### config.mk
export PLATFORM = sky130hd
export DESIGN_NAME = alu_nbit_seq
export DESIGN_NICKNAME = d
export VERILOG_FILES = /design/src/rtl/alu_nbit_seq.sv
export SDC_FILE = /design/constraint.sdc
export NUM_CORES = 1
export LEC_CHECK = 0
export BUFFER_PORTS_ARGS = -buffer_cell sky130_fd_sc_hd__buf_2
export CAP_MARGIN = 20
export CORE_MARGIN = 1
export CORE_UTILIZATION = 55
export CTS_CLUSTER_DIAMETER = 40
export DETAILED_ROUTE_END_ITERATION = 7
export PLACE_DENSITY = 0.83
export SYNTH_ARGS = -nofsm -noshare
export SYNTH_HDL_FRONTEND = slang
export SYNTH_SLANG_ARGS = --single-unit
### constraint.sdc
create_clock -name clk -period 3.6 [get_ports clk]
set_input_delay 0.72 -clock clk [delete_from_list [all_inputs] [get_ports clk]]
set_output_delay 0.72 -clock clk [all_outputs]
set_load 0.05 [all_outputs]
### src/rtl/alu_nbit_seq.sv
`default_nettype none
// ============================================================================
// Module   : alu_nbit_seq
// Purpose  : Single-cycle-latency N-bit ALU with valid/ready handshake, stored
//            carry flag for multiword chains. Macro ALU_SHIFT_EN adds shifts.
// Revision : 1.0 - initial release
// ============================================================================
module alu_nbit_seq #(
    parameter int WIDTH = 16
) (
    input  logic             clk,
    input  logic             rst_n,
    input  logic             in_valid,
    output logic             in_ready,
    input  logic [3:0]       op,
    input  logic [WIDTH-1:0] a,
    input  logic [WIDTH-1:0] b,
    input  logic             cin,
    input  logic             use_cf,
    output logic             out_valid,
    input  logic             out_ready,
    output logic [WIDTH-1:0] y,
    output logic             z,
    output logic             n,
    output logic             c,
    output logic             v,
    output logic             err
);

    localparam logic [3:0] c_OP_SUB  = 4'b0000;
    localparam logic [3:0] c_OP_INC  = 4'b0001;
    localparam logic [3:0] c_OP_ADD  = 4'b0010;
    localparam logic [3:0] c_OP_DEC  = 4'b0011;
    localparam logic [3:0] c_OP_XOR  = 4'b0100;
    localparam logic [3:0] c_OP_AND  = 4'b0101;
    localparam logic [3:0] c_OP_OR   = 4'b0110;
    localparam logic [3:0] c_OP_ZERO = 4'b0111;
`ifdef ALU_SHIFT_EN
    localparam logic [3:0] c_OP_SHL  = 4'b1000;
    localparam logic [3:0] c_OP_SHR  = 4'b1001;
    localparam logic [3:0] c_OP_SAR  = 4'b1010;
    localparam logic [3:0] c_OP_ROL  = 4'b1011;
    localparam int         c_SHW     = $clog2(WIDTH);
`endif

    logic             out_valid_q;
    logic [WIDTH-1:0] y_q;
    logic             z_q, n_q, c_q, v_q, err_q, cf_q;

    logic [WIDTH-1:0] y_d;
    logic             z_d, n_d, c_d, v_d, err_d;
    logic             w_accept;
    logic             w_arith;
    logic             w_cin_e;
    logic [WIDTH-1:0] w_op2;
    logic [WIDTH:0]   w_sum;
`ifdef ALU_SHIFT_EN
    logic [c_SHW-1:0] w_sh;
    assign w_sh = b[c_SHW-1:0];
`endif

    assign in_ready = ~out_valid_q | out_ready;
    assign w_accept = in_valid & in_ready;
    assign w_arith  = (op[3:2] == 2'b00);
    assign w_cin_e  = use_cf ? cf_q : cin;

    always_comb begin
        w_op2 = '0;
        case (op)
            c_OP_SUB: w_op2 = ~b;
            c_OP_ADD: w_op2 = b;
            c_OP_DEC: w_op2 = '1;
            default:  w_op2 = '0;
        endcase
        w_sum = {1'b0, a} + {1'b0, w_op2} + {{WIDTH{1'b0}}, w_cin_e};

        y_d   = '0;
        c_d   = 1'b0;
        v_d   = 1'b0;
        err_d = 1'b0;
        case (op)
            c_OP_SUB, c_OP_INC, c_OP_ADD, c_OP_DEC: begin
                y_d = w_sum[WIDTH-1:0];
                c_d = w_sum[WIDTH];
                // Overflow: both addends share a sign that the sum does not.
                v_d = (a[WIDTH-1] == w_op2[WIDTH-1]) && (w_sum[WIDTH-1] != a[WIDTH-1]);
            end
            c_OP_XOR:  y_d = a ^ b;
            c_OP_AND:  y_d = a & b;
            c_OP_OR:   y_d = a | b;
            c_OP_ZERO: y_d = '0;
`ifdef ALU_SHIFT_EN
            // Extra guard bit catches the last bit shifted out (0 for amount 0).
            c_OP_SHL: {c_d, y_d} = {1'b0, a} << w_sh;
            c_OP_SHR: {y_d, c_d} = {a, 1'b0} >> w_sh;
            c_OP_SAR: {y_d, c_d} = $signed({a, 1'b0}) >>> w_sh;
            c_OP_ROL: begin
                y_d = (a << w_sh) | (a >> (WIDTH - int'(w_sh)));
                c_d = y_d[0];
            end
`endif
            default: err_d = 1'b1;
        endcase
        z_d = (y_d == '0);
        n_d = y_d[WIDTH-1];
    end

    always_ff @(posedge clk or negedge rst_n) begin
        if (!rst_n) begin
            out_valid_q <= 1'b0;
            y_q         <= '0;
            z_q         <= 1'b0;
            n_q         <= 1'b0;
            c_q         <= 1'b0;
            v_q         <= 1'b0;
            err_q       <= 1'b0;
            cf_q        <= 1'b0;
        end else if (w_accept) begin
            out_valid_q <= 1'b1;
            y_q         <= y_d;
            z_q         <= z_d;
            n_q         <= n_d;
            c_q         <= c_d;
            v_q         <= v_d;
            err_q       <= err_d;
            if (w_arith) begin
                cf_q <= c_d;
            end
        end else if (out_ready) begin
            out_valid_q <= 1'b0;
        end
    end

    assign out_valid = out_valid_q;
    assign y         = y_q;
    assign z         = z_q;
    assign n         = n_q;
    assign c         = c_q;
    assign v         = v_q;
    assign err       = err_q;

endmodule
`default_nettype wire
---- Word level (Yosys, flattened, before mapping) ----
Index checks and enable logic that the tools add are counted.
operators by class
  add/subtract/negate cells ............... 2
  bitwise logic cells ..................... 7
  muxes and demuxes ....................... 8
  equal/unequal tests ..................... 9
  reduce and logical (&&, ||, !) cells .... 8
operator list
  cell                  number
  $pmux W16 S4          1
  $pmux W16 S3          1
  $add A16 B16 Y17      1
  $add A17 B1 Y17       1
  $and A16 B16 Y16      1
  $eq A4 B3 Y1 const B  4
  $logic_not A16 Y1     1
  $not A16 Y16          1
  $or A16 B16 Y16       1
  $xor A16 B16 Y16      1
  $eq A4 B2 Y1 const B  2
  $reduce_or A8 Y1      1
  $mux W1               6
  $eq A4 B1 Y1 const B  1
  $logic_not A4 Y1      1
  $reduce_or A4 Y1      1
  $logic_not A2 Y1      1
  $reduce_and A2 Y1     1
  $reduce_bool A2 Y1    1
  $and A1 B1 Y1         1
  $eq A1 B1 Y1          1
  $logic_and A1 B1 Y1   1
  $ne A1 B1 Y1          1
  $not A1 Y1            1
  $or A1 B1 Y1          1
word-level totals
  output and inout bits ................... 23
  word-level logic and storage cells ...... 42
  input port bits ......................... 42
  register bits ........................... 23

---- Longest topological paths before layout ----
Gate-level depths: netlist of run 1.
  depth in word-level cells ............... 7
  depth in mapped cells ................... 16
  gate-level depth less buffers ........... 13

---- Worst setup path after synthesis of run 1 ----
OpenSTA, ideal clock, no wires.
  kind .................................... input to register
  start point ............................. in op[2]
  end point ............................... reg z_q (netlist: z)
  data required time ...................... 3.497 ns
  path buffers ............................ 3
  cell stages on the path ................. 16
  path slack .............................. -0.401 ns
  arrival ................................. 3.898 ns
  setup time .............................. 0.103 ns
  path through ............................ or2_2 > clkbuf_1 > buf_1 > buf_1 > a21oi_1 > fa_1 > inv_1 > fa_1 > nor2b_1 > o31ai_2 > and3b_1 > o31ai_1 > a31oi_1 > xor2_1 > o21ai_1 > o41ai_2
between the ends
  longest elaborated chain between the ends .. 6
  elaborated cells on any way between the ends .. 13
  those cells by class .................... add/sub: 2; eq/ne: 6; mux: 2; reduce/logical: 3
RTL lines
  element                                           line    text
  start, declared                                   15      input logic [3:0] op,
  $eq A4 B2 Y1 or $logic_not A4 Y1 (tied branches)  69, 81
  $pmux W16 S3                                      69      case (op)
  $add A16 B16 Y17                                  75      w_sum = {1'b0, a} + {1'b0, w_op2} + {{WIDTH{1'b0}}, w_cin_e};
  $add A17 B1 Y17                                   75
  $pmux W16 S4 (*)                                  81      case (op)
  $logic_not A16 Y1 (*)                             104     z_d = (y_d == '0);
  end signal, assigned                              121     z_q <= z_d;
  end, declared                                     48      logic z_q, n_q, c_q, v_q, err_q, cf_q;
Every way passes the cells marked *; elsewhere a longest branch is shown, timed or not.
A chain may end at the register's enable or synchronous reset.

---- Worst setup path after layout of run 1 ----
  start point ............................. in op[1]
  end point ............................... reg z_q (netlist: z)
The elaborated chain is that of the path after synthesis.

==> impl_metrics.csv, run 1 <==
group,metric,value,unit
outcome,status,"finished clean",
synthesis,yosys.area_share.simple,19.28,%
setup_path,reg2reg_from,"cf_q",
timing,finalWorstSetupSlack,117.6,ps
die,die_area,5762,µm²
drt,met1_length,3523,µm
drt,drt_wl_total,8528,µm
timing,fin_crit_sh,96.73,%
drt,dr.pass1.iters,4,
global_routing,overflow,0,
placed_design,hpwlAfterDp,6769,µm
run,cap_violations,0,
global_routing,track_usage,30.43,%
synthesis,syn_area,3004,µm²
synthesis,yosys_register_bits,22,
drt,dr.max_layer_used,"met4",
min_path,hp-class,"in2async",
placed_design,postPlaceCellArea,3761,µm²
global_routing,antenna_found_initial,0,
setup_path,required,3760,ps
timing,tightest_slew,560.4,ps
synthesis,synth_most_common_cell,"ha_1",
synthesis,async_flop_share,100.0,%
cts,clkSinkCount,22,
drt,final_antenna_net_count,0,
synthesis,synthFlopType,"dfrtp_1",
setup_path,critPathKind,"in2reg",
synthesis,ys_warn_count,0,
timing,max_clock_freq,287.2,MHz
synthesis,seq_area_frac_synth,18.33,%
cts,cts.path.max_buffers,2,
drt,vias,3215,
synthesis,synthTopCellsByCount,"ha_1, inv_1, nand2_1",
cts,clkLatencyLatePin,250,ps
setup_path,cp_max_fo,4,
cts,clk_transition_reported_paths,70,ps
setup_path,worst_setup_path_end_kind,"register",
finish,fin_area,3909,µm²
setup_path,cp-start-kind,"input port",
timing,setup_viol,0,
die,io_pins,65,
power,power_leakage,2.051,nW
setup_path,cp.arrival,3640,ps
synthesis,synthAdderAreaFrac,20.91,%
drt,wl_met2,4343,µm
synthesis,syn_nets,468,
synthesis,yosysTopAreaCell,"ha_1",
die,die_y,75.91,µm
setup_path,regToRegSetupSlack,380,ps
synthesis,ys_types,65,
synthesis,avgSynthCellArea,7.969,µm²
die,initial_core_util,58.08,%
cts,root_buffer,"clkbuf_8",
setup_path,rr_endpoint,"z",
synthesis,synth_cells,377,
power,irDropWorstVdd,0.0003223,V
timing,slew_headroom,62.13,%
placed_design,portBuffers,64,
drt,drt-initial-drc-count,161,
power,p_per_area,263.7,nW/µm²
finish,synthToLayoutAreaGrowth,30.11,%
global_routing,grt_pass1_wl,14350,µm
timing,fin_skew,2.652,ps
finish,diodes,0,
timing,period_needed,3482,ps
finish,drive_gt1_share,33.95,%
timing,hold_viol,0,
drt,drc_errors,0,
die,die_width,75.91,µm
setup_path,r2r_cells,11,
global_routing,grt_start_max_net_pins,24,
cts,cts_buffers,3,
synthesis,synth-compound-area-share,25.28,%
drt,via_per_inst,5.814,
global_routing,grt_pass1_vias,3141,
synthesis,synthMuxAreaShare,5.206,%
cts,cts_tree,"built",
power,total_power,1.031,mW
die,core_area,5172,µm²
synthesis,synth_area_leaders,"ha_1, dfrtp_1, o21ai_0, inv_1, nand2_1",
drt,wl_met3,444,µm
finish,fin_nets,575,
drt,post_drt_wl_per_cell,15.42,µm
synthesis,synth_top_family_by_area,"compound AO/OA/AOI/OAI gates",
die,num_rows,26,
synthesis,synth_edf_count,0,
cts,cts_hold_buf,0,
timing,final-max-slew-violation-count,0,
synthesis,synthXorXnorAreaFrac,2.915,%
placed_design,gp_congestion,0.9218,
cts,htree_levels,1,
placed_design,place_ws,-242.6,ps
synthesis,synth_top_area_share,19.58,%
## worst max-delay path by stage
stage                       end  slack [ps]  startpoint  depth (start not counted)
after detailed placement      z        -240       op[1]                         14
after CTS                     z          20       op[1]                         14
after global placement        z        -110       op[1]                         14
after global routing          z         -40       op[1]                         14
after floorplan           y[14]        -130       op[0]                         16
final                         z         120       op[1]                         14
## timing repair
action	4_1_cts	5_1_grt
endpoints found under the setup margin	0	2
setup buffers	0	3
gates resized for setup	0	14
## layout make-up
cell class	instances	area, µm²
clock buffer	4	55.05
fill	377	1264
inverter	37	138.9
multi-input combinational	297	2313
sequential	22	550.5
tap	70	87.58
timing repair buffer	123	763.2
## critical path, stage by stage
cell       delay (ps)
buf_2             120
or3_4             400
a21oi_4           140
fa_2              230
inv_2              40
fa_2              370
nor2b_4           150
o31ai_4            90
o2bb2ai_1         180
a211oi_2          260
o211ai_1          190
nor4_4            280
nand4_1           150
o41ai_2           310
## kinds of logic (layout without fill, tap and decap cells)
group,after synthesis,count (layout)
adders and majority gates,49,49
muxes,15,15
xor gates and xnor gates,10,10
DFF,22,22
AOI/OAI and AO/OA,111,111
and+or+nand+nor,112,112
buffers and inverters,58,164
## per-stage QoR
step,instances,TNS (ps),hold WS [ps],utilization [%]
after floorplan,377,-254.7,424.4,-
after global placement,546,-179.1,456.6,72.71
after detailed placement,546,-441.3,457.5,72.71
after CTS,550,0,427.1,73.78
after global routing,553,-40.53,439.8,75.57
final,553,0,419.5,75.57
## cell usage in the layout (no fill, tap or decap), drive strengths merged, types with 4 or more instances in the layout
master  netlist  layout
a211oi        6       6
a21o          5       5
a21oi        24      24
buf          10     123
clkbuf       11       4
dfrtp        22      22
ha           47      47
inv          37      37
mux2          5       5
mux2i        10      10
nand2        37      37
nor2         20      20
nor3          5       5
o211ai        4       4
o21ai        37      37
o31ai         4       4
or2           4       4
or3          15      15
xnor2         4       4
xor2          6       6
## metal layers
metal	track usage, %	vias to the layer above
met5	0	-
met2	57.00	103
met1	36.77	1536
met4	7.308	0
li1	-	1555
met3	3.614	21
## registers in the layout, summed over array words and instances (netlist names)
| signal | cells |
|---|---|
| err | 1 |
| z | 1 |
| v | 1 |
| c | 1 |
| cf_q | 1 |
| out_valid | 1 |
| y | 16 |
## where the power goes
part           leakage (nW)  internal, mW  switching, mW
clock network        0.0288        0.0973         0.0742
logic                  1.74         0.214          0.351
registers             0.286         0.279         0.0159
Note: power is estimated with default switching activity, not from simulation.
==> run 2, diff against run 1 <==
HOLD_SLACK_MARGIN = 0.12   (was unset)
REMOVE_ABC_BUFFERS = 1   (was unset)
==> impl_metrics.csv, run 2 (synthesis results as in run 1) <==
group,metric,value,unit
outcome,status,"finished clean",
global_routing,track_usage,28.23,%
cts,cts_tree,"built",
finish,largest_register_ffs,16,
power,power_leakage,1.924,nW
power,p_int,0.6096,mW
timing,period_needed,3544,ps
placed_design,gp_congestion,0.9554,
setup_path,critPathKind,"in2reg",
finish,diodes,0,
power,p_per_area,285.6,nW/µm²
die,die_y,75.91,µm
drt,post_drt_wl_per_cell,15.71,µm
timing,max_clock_freq,282.2,MHz
cts,cts_buffers,3,
finish,layout.area.seq,550.5,µm²
die,io_pins,65,
timing,setup_viol,0,
setup_path,cp-start-kind,"input port",
cts,clkSinkCount,22,
global_routing,grt_pass1_vias,2978,
run,cap_violations,0,
drt,drt-initial-drc-count,158,
cts,root_buffer,"clkbuf_8",
finish,multiInputGateArea,2267,µm²
timing,tightest_slew,614.7,ps
timing,hold_viol,0,
cts,htree_levels,1,
finish,fillers,407,
drt,drc_errors,0,
setup_path,crit_path_cell_trace,"buf_2 > or3_1 > a21oi_2 > fa_1 > inv_1 > fa_1 > nor2b_2 > o31ai_4 > and3b_1 > o31ai_2 > o21ai_1 > xor2_1 > o21ai_0 > buf_4 > o41ai_2",
finish,fin_nets,549,
power,p_switching,0.4425,mW
finish,mostFrequentLayoutCells,"buf_2, ha_1, inv_1, nand2_1, buf_4",
setup_path,cp.arrival,3720,ps
finish,synthToLayoutAreaGrowth,22.62,%
die,die_width,75.91,µm
setup_path,crit_top_cell,"fa_1",
global_routing,grt_start_max_net_pins,25,
drt,vias,3161,
setup_path,slowest_stage,"fa_1",
power,irDropWorstVdd,0.0002225,V
timing,slew_headroom,58.46,%
finish,drive_gt1_share,28.45,%
placed_design,portBuffers,64,
setup_path,cp_max_fo,4,
die,core_area,5172,µm²
die,initial_core_util,58.08,%
power,pwr-share-comb,49.2,%
drt,final_antenna_net_count,0,
drt,drt_wl_total,8278,µm
min_path,hp-class,"in2async",
drt,dr.pass1.iters,4,
finish,final_common_cell,"buf_2",
power,pwr-share-clk,22.2,%
timing,fin_skew,12.88,ps
setup_path,required,3780,ps
placed_design,hpwlAfterDp,6274,µm
setup_path,worst_setup_path_end_kind,"register",
placed_design,placed_cells,523,
timing,fin_crit_sh,98.45,%
cts,cts.path.max_buffers,2,
global_routing,antenna_found_initial,0,
global_routing,overflow,0,
cts,clkLatencyLatePin,270,ps
drt,via_per_inst,5.998,
timing,final-max-slew-violation-count,0,
cts,clk_transition_reported_paths,90,ps
power,swShare,42.06,%
die,num_rows,26,
global_routing,grt_pass1_wl,13460,µm
die,die_area,5762,µm²
timing,timing.hold.ws,394.7,ps
cts,cts_hold_buf,0,
power,seqPwrFrac,28.6,%
setup_path,cpPeakStageDelay,410,ps
finish,fin_cells,527,
## run 2: changes by cell type in the layout (fill, tap and decap cells not counted), moves of 2 or more
cell and delta:
fa_2 -2, nor3_2 +2, o21ai_2 -2, nor3_1 -2, fa_1 +2, buf_4 -26
a21oi_1 +3, a21oi_2 -2
## run 2: final cells by class
cell class | instances | share of cell area (%)
clock buffer | 3 | 1.121
clock inverter | 1 | 0.8152
inverter | 37 | 3.770
multi-input combinational | 297 | 61.55
sequential | 22 | 14.95
tap | 70 | 2.378
timing repair buffer | 97 | 15.42
## run 2: per-layer routing
layer | GRT usage (%) | vias to the layer above | share of wire (%)
li1 | - | 1510 | -
met3 | 3.976 | 27 | 7.3
met2 | 48.82 | 132 | 48
met4 | 11.35 | 0 | 3.1
met5 | 0 | - | 0
met1 | 35.26 | 1492 | 41
## run 2: path summary, 6_finish.rpt
path	startpoint	endpoint	slack, ps	cells after the start
min reg2reg	y[3]	y[3]	470	2
max reg2reg	cf_q	z	470	11
max in group asynchronous	rst_n	y[1]	2860	1
min	rst_n	v	390	1
max	op[1]	z	60	15
min in group clk	y[3]	y[3]	470	2
## run 2: critical path, delay by kind of cell
kind | cells | cell delay (ps)
compound gates | 6 | 1040
buf+inv | 3 | 360
simple gates | 3 | 810
fa+ha+maj | 2 | 620
xor+xnor | 1 | 170
## run 2: through the flow
step	power [mW]	util, %	worst slack [ps]	setup TNS, ps	cell area [µm²]
CTS	1.038	70.13	70.74	0	3627
finish	1.052	71.21	55.83	0	3684
floorplan	0.6262	-	-13.68	-13.68	2900
detailed placement	0.8025	68.75	-206.6	-488.4	3556
global placement	0.7897	68.75	-117.5	-219.2	3556
global route	1.110	71.21	-48.72	-48.72	3684
## run 2: power groups by stage
stage | sequential [mW] | clock [mW] | combinational (mW)
6_report | 0.300 | 0.234 | 0.518
5_1_grt | 0.304 | 0.245 | 0.561
4_1_cts | 0.299 | 0.235 | 0.504
3_5_place_dp | 0.303 | 0 | 0.500
3_3_place_gp | 0.302 | 0 | 0.487
2_1_floorplan | 0.417 | 0 | 0.209
## run 2: what timing repair did
item | in CTS | in global routing
setup buffers | 0 | 0
setup endpoints to repair | 0 | 3
gates resized for setup | 0 | 12
==> run 3, diff against run 2 <==
--- a/config.mk
+++ b/config.mk
@@ -9,9 +9,9 @@
 export CAP_MARGIN = 20
 export CORE_MARGIN = 1
-export CORE_UTILIZATION = 55
+export CORE_UTILIZATION = 56
 export CTS_CLUSTER_DIAMETER = 40
 export DETAILED_ROUTE_END_ITERATION = 7
 export HOLD_SLACK_MARGIN = 0.12
-export PLACE_DENSITY = 0.83
+export PLACE_DENSITY = 0.84
 export REMOVE_ABC_BUFFERS = 1
 export SYNTH_ARGS = -nofsm -noshare
==> constraint.sdc (replaced) <==
create_clock -name clk -period 3.6 [get_ports clk]
set_input_delay 0 -clock clk [delete_from_list [all_inputs] [get_ports clk]]
set_output_delay 0 -clock clk [all_outputs]
set_load 0.05 [all_outputs]
==> impl_metrics.csv, run 3 (synthesis results as in run 1) <==
group,metric,value,unit
placed_design,hpwlAfterDp,6027,µm
finish,fin_nets,529,
die,die_y,75.24,µm
timing,grt_setup_unrepaired,"false",
power,total_power,0.9654,mW
setup_path,worst_setup_path_end_kind,"register",
die,io_pins,65,
timing,max_clock_freq,289.1,MHz
finish,final_common_cell,"buf_2",
timing,setup_viol,0,
drt,drc_errors,0,
timing,fin_crit_sh,96.10,%
finish,multiInputGateArea,2211,µm²
finish,fin_cells,507,
drt,dr.pass1.iters,4,
die,num_rows,26,
global_routing,overflow,0,
cts,clkLatencyLatePin,270,ps
placed_design,placed_cells,499,
cts,htree_levels,1,
setup_path,rr_endpoint,"z",
finish,layout.area.seq,550.5,µm²
drt,drt-initial-drc-count,206,
cts,cts_tree,"built",
setup_path,regToRegSetupSlack,530,ps
finish,mostFrequentLayoutCells,"buf_2, ha_1, inv_1, nand2_1, o21ai_0",
drt,via_per_inst,5.921,
die,core_area,5140,µm²
finish,synthToLayoutAreaGrowth,15.54,%
cts,cts.path.max_buffers,2,
setup_path,cp-start-kind,"input port",
cts,cts_resized,0,
drt,vias,3002,
power,irDropWorstVdd,0.0001970,V
power,seqPwrFrac,30.8,%
drt,final_antenna_net_count,0,
finish,fin_area,3471,µm²
setup_path,cp_max_fo,8,
power,pwr-share-comb,49.9,%
outcome,status,"finished clean",
drt,post_drt_wl_per_cell,15.33,µm
timing,slew_headroom,57.19,%
global_routing,track_usage,27.78,%
min_path,hp-class,"in2reg",
cts,cts_buffers,3,
cts,clk_transition_reported_paths,90,ps
setup_path,reg2reg_from,"cf_q",
die,die_width,75.24,µm
die,die_area,5661,µm²
power,p_per_area,278.1,nW/µm²
setup_path,startpoint,"op[3]",
global_routing,grt_start_max_net_pins,28,
setup_path,critPathKind,"in2reg",
global_routing,antenna_found_initial,0,
setup_path,cp.arrival,3680,ps
power,pwr-share-clk,19.3,%
timing,tightest_slew,626.0,ps
global_routing,grt_pass1_wl,12010,µm
setup_path,required,3820,ps
cts,clkSinkCount,22,
timing,period_needed,3459,ps
power,p_int,0.5368,mW
drt,drt_wl_total,7774,µm
finish,drive_gt1_share,22.20,%
cts,root_buffer,"clkbuf_8",
timing,timing.hold.ws,138.4,ps
timing,tns,0,ps
placed_design,postPlaceCellArea,3376,µm²
placed_design,portBuffers,64,
finish,largest_register_ffs,16,
finish,diodes,0,
setup_path,r2r_cells,12,
placed_design,gp_congestion,0.9875,
setup_path,endpoint,"y[10]",
timing,hold_viol,0,
finish,fillers,453,
die,initial_core_util,58.45,%
global_routing,grt_pass1_vias,2732,
timing,fin_skew,7.029,ps
power,power_leakage,1.807,nW
timing,final-max-slew-violation-count,0,
power,p_switching,0.4286,mW
run,cap_violations,0,
power,swShare,44.40,%
==> run 3: changes by cell type in the layout (fill, tap and decap cells not counted), moves of 2 or more <==
| cell | change |
|---|---|
| o31ai_4 | -2 |
| dlygate4sd3_1 | +4 |
| nor3_2 | -2 |
| buf_4 | -24 |
| nor3_1 | +2 |
| o31ai_1 | +2 |
==> run 3: cell type report <==
class | count | share of cell area [%]
multi-input cells | 297 | 63.70
flip-flops and latches | 22 | 15.86
repair buffers | 77 | 12.33
inverters | 37 | 4.001
well taps | 70 | 2.523
clock buffers | 4 | 1.586
==> run 3: how the worst min path moves through the flow <==
stage	cells after the start	startpoint	slack, ps	end
5_1_grt	3	a[15]	150	v
4_1_cts	3	a[15]	150	v
6_report	4	a[15]	140	v
2_1_floorplan	0	rst_n	-300	c
3_3_place_gp	1	rst_n	-8	v
3_5_place_dp	1	rst_n	2	v
==> run 3: what timing repair did <==
action,in CTS,in global routing
endpoints found under the hold margin,24,0
hold buffers,4,0
buffers inserted,0,0
==> run 3: through the flow <==
stage	setup WS, ps	util [%]
2_1_floorplan	706.3	-
3_3_place_gp	509.9	65.68
3_5_place_dp	412.1	65.68
4_1_cts	215.9	67.53
5_1_grt	42.43	67.53
6_report	140.6	67.53
==> run 3: critical path: stages <==
cell,delay [ps]
dlygate4sd3_1,530
buf_2,170
or2_2,300
a21oi_1,190
fa_1,270
inv_1,70
fa_1,410
nor2b_1,200
o31ai_2,110
and3b_1,200
o31ai_1,310
o21ai_0,200
xor2_1,170
o21ai_0,330
mux2_2,220
==> run 3: routing by layer <==
layer / part of all wire [%] / wire length, µm / vias up / global-route usage (%)
met5: 0 / 0 / - / 0
met4: 2.7 / 209 / 0 / 11.32
li1: - / - / 1467 / -
met3: 4.6 / 358 / 21 / 3.347
met1: 44 / 3417 / 1417 / 34.25
met2: 49 / 3789 / 97 / 49.25
==> run 3: power groups by stage <==
stage	clock (mW)	combinational [mW]	sequential (mW)
4_1_cts	0.187	0.479	0.297
3_3_place_gp	0	0.460	0.301
5_1_grt	0.198	0.523	0.301
3_5_place_dp	0	0.473	0.302
6_report	0.186	0.482	0.298
2_1_floorplan	0	0.209	0.417
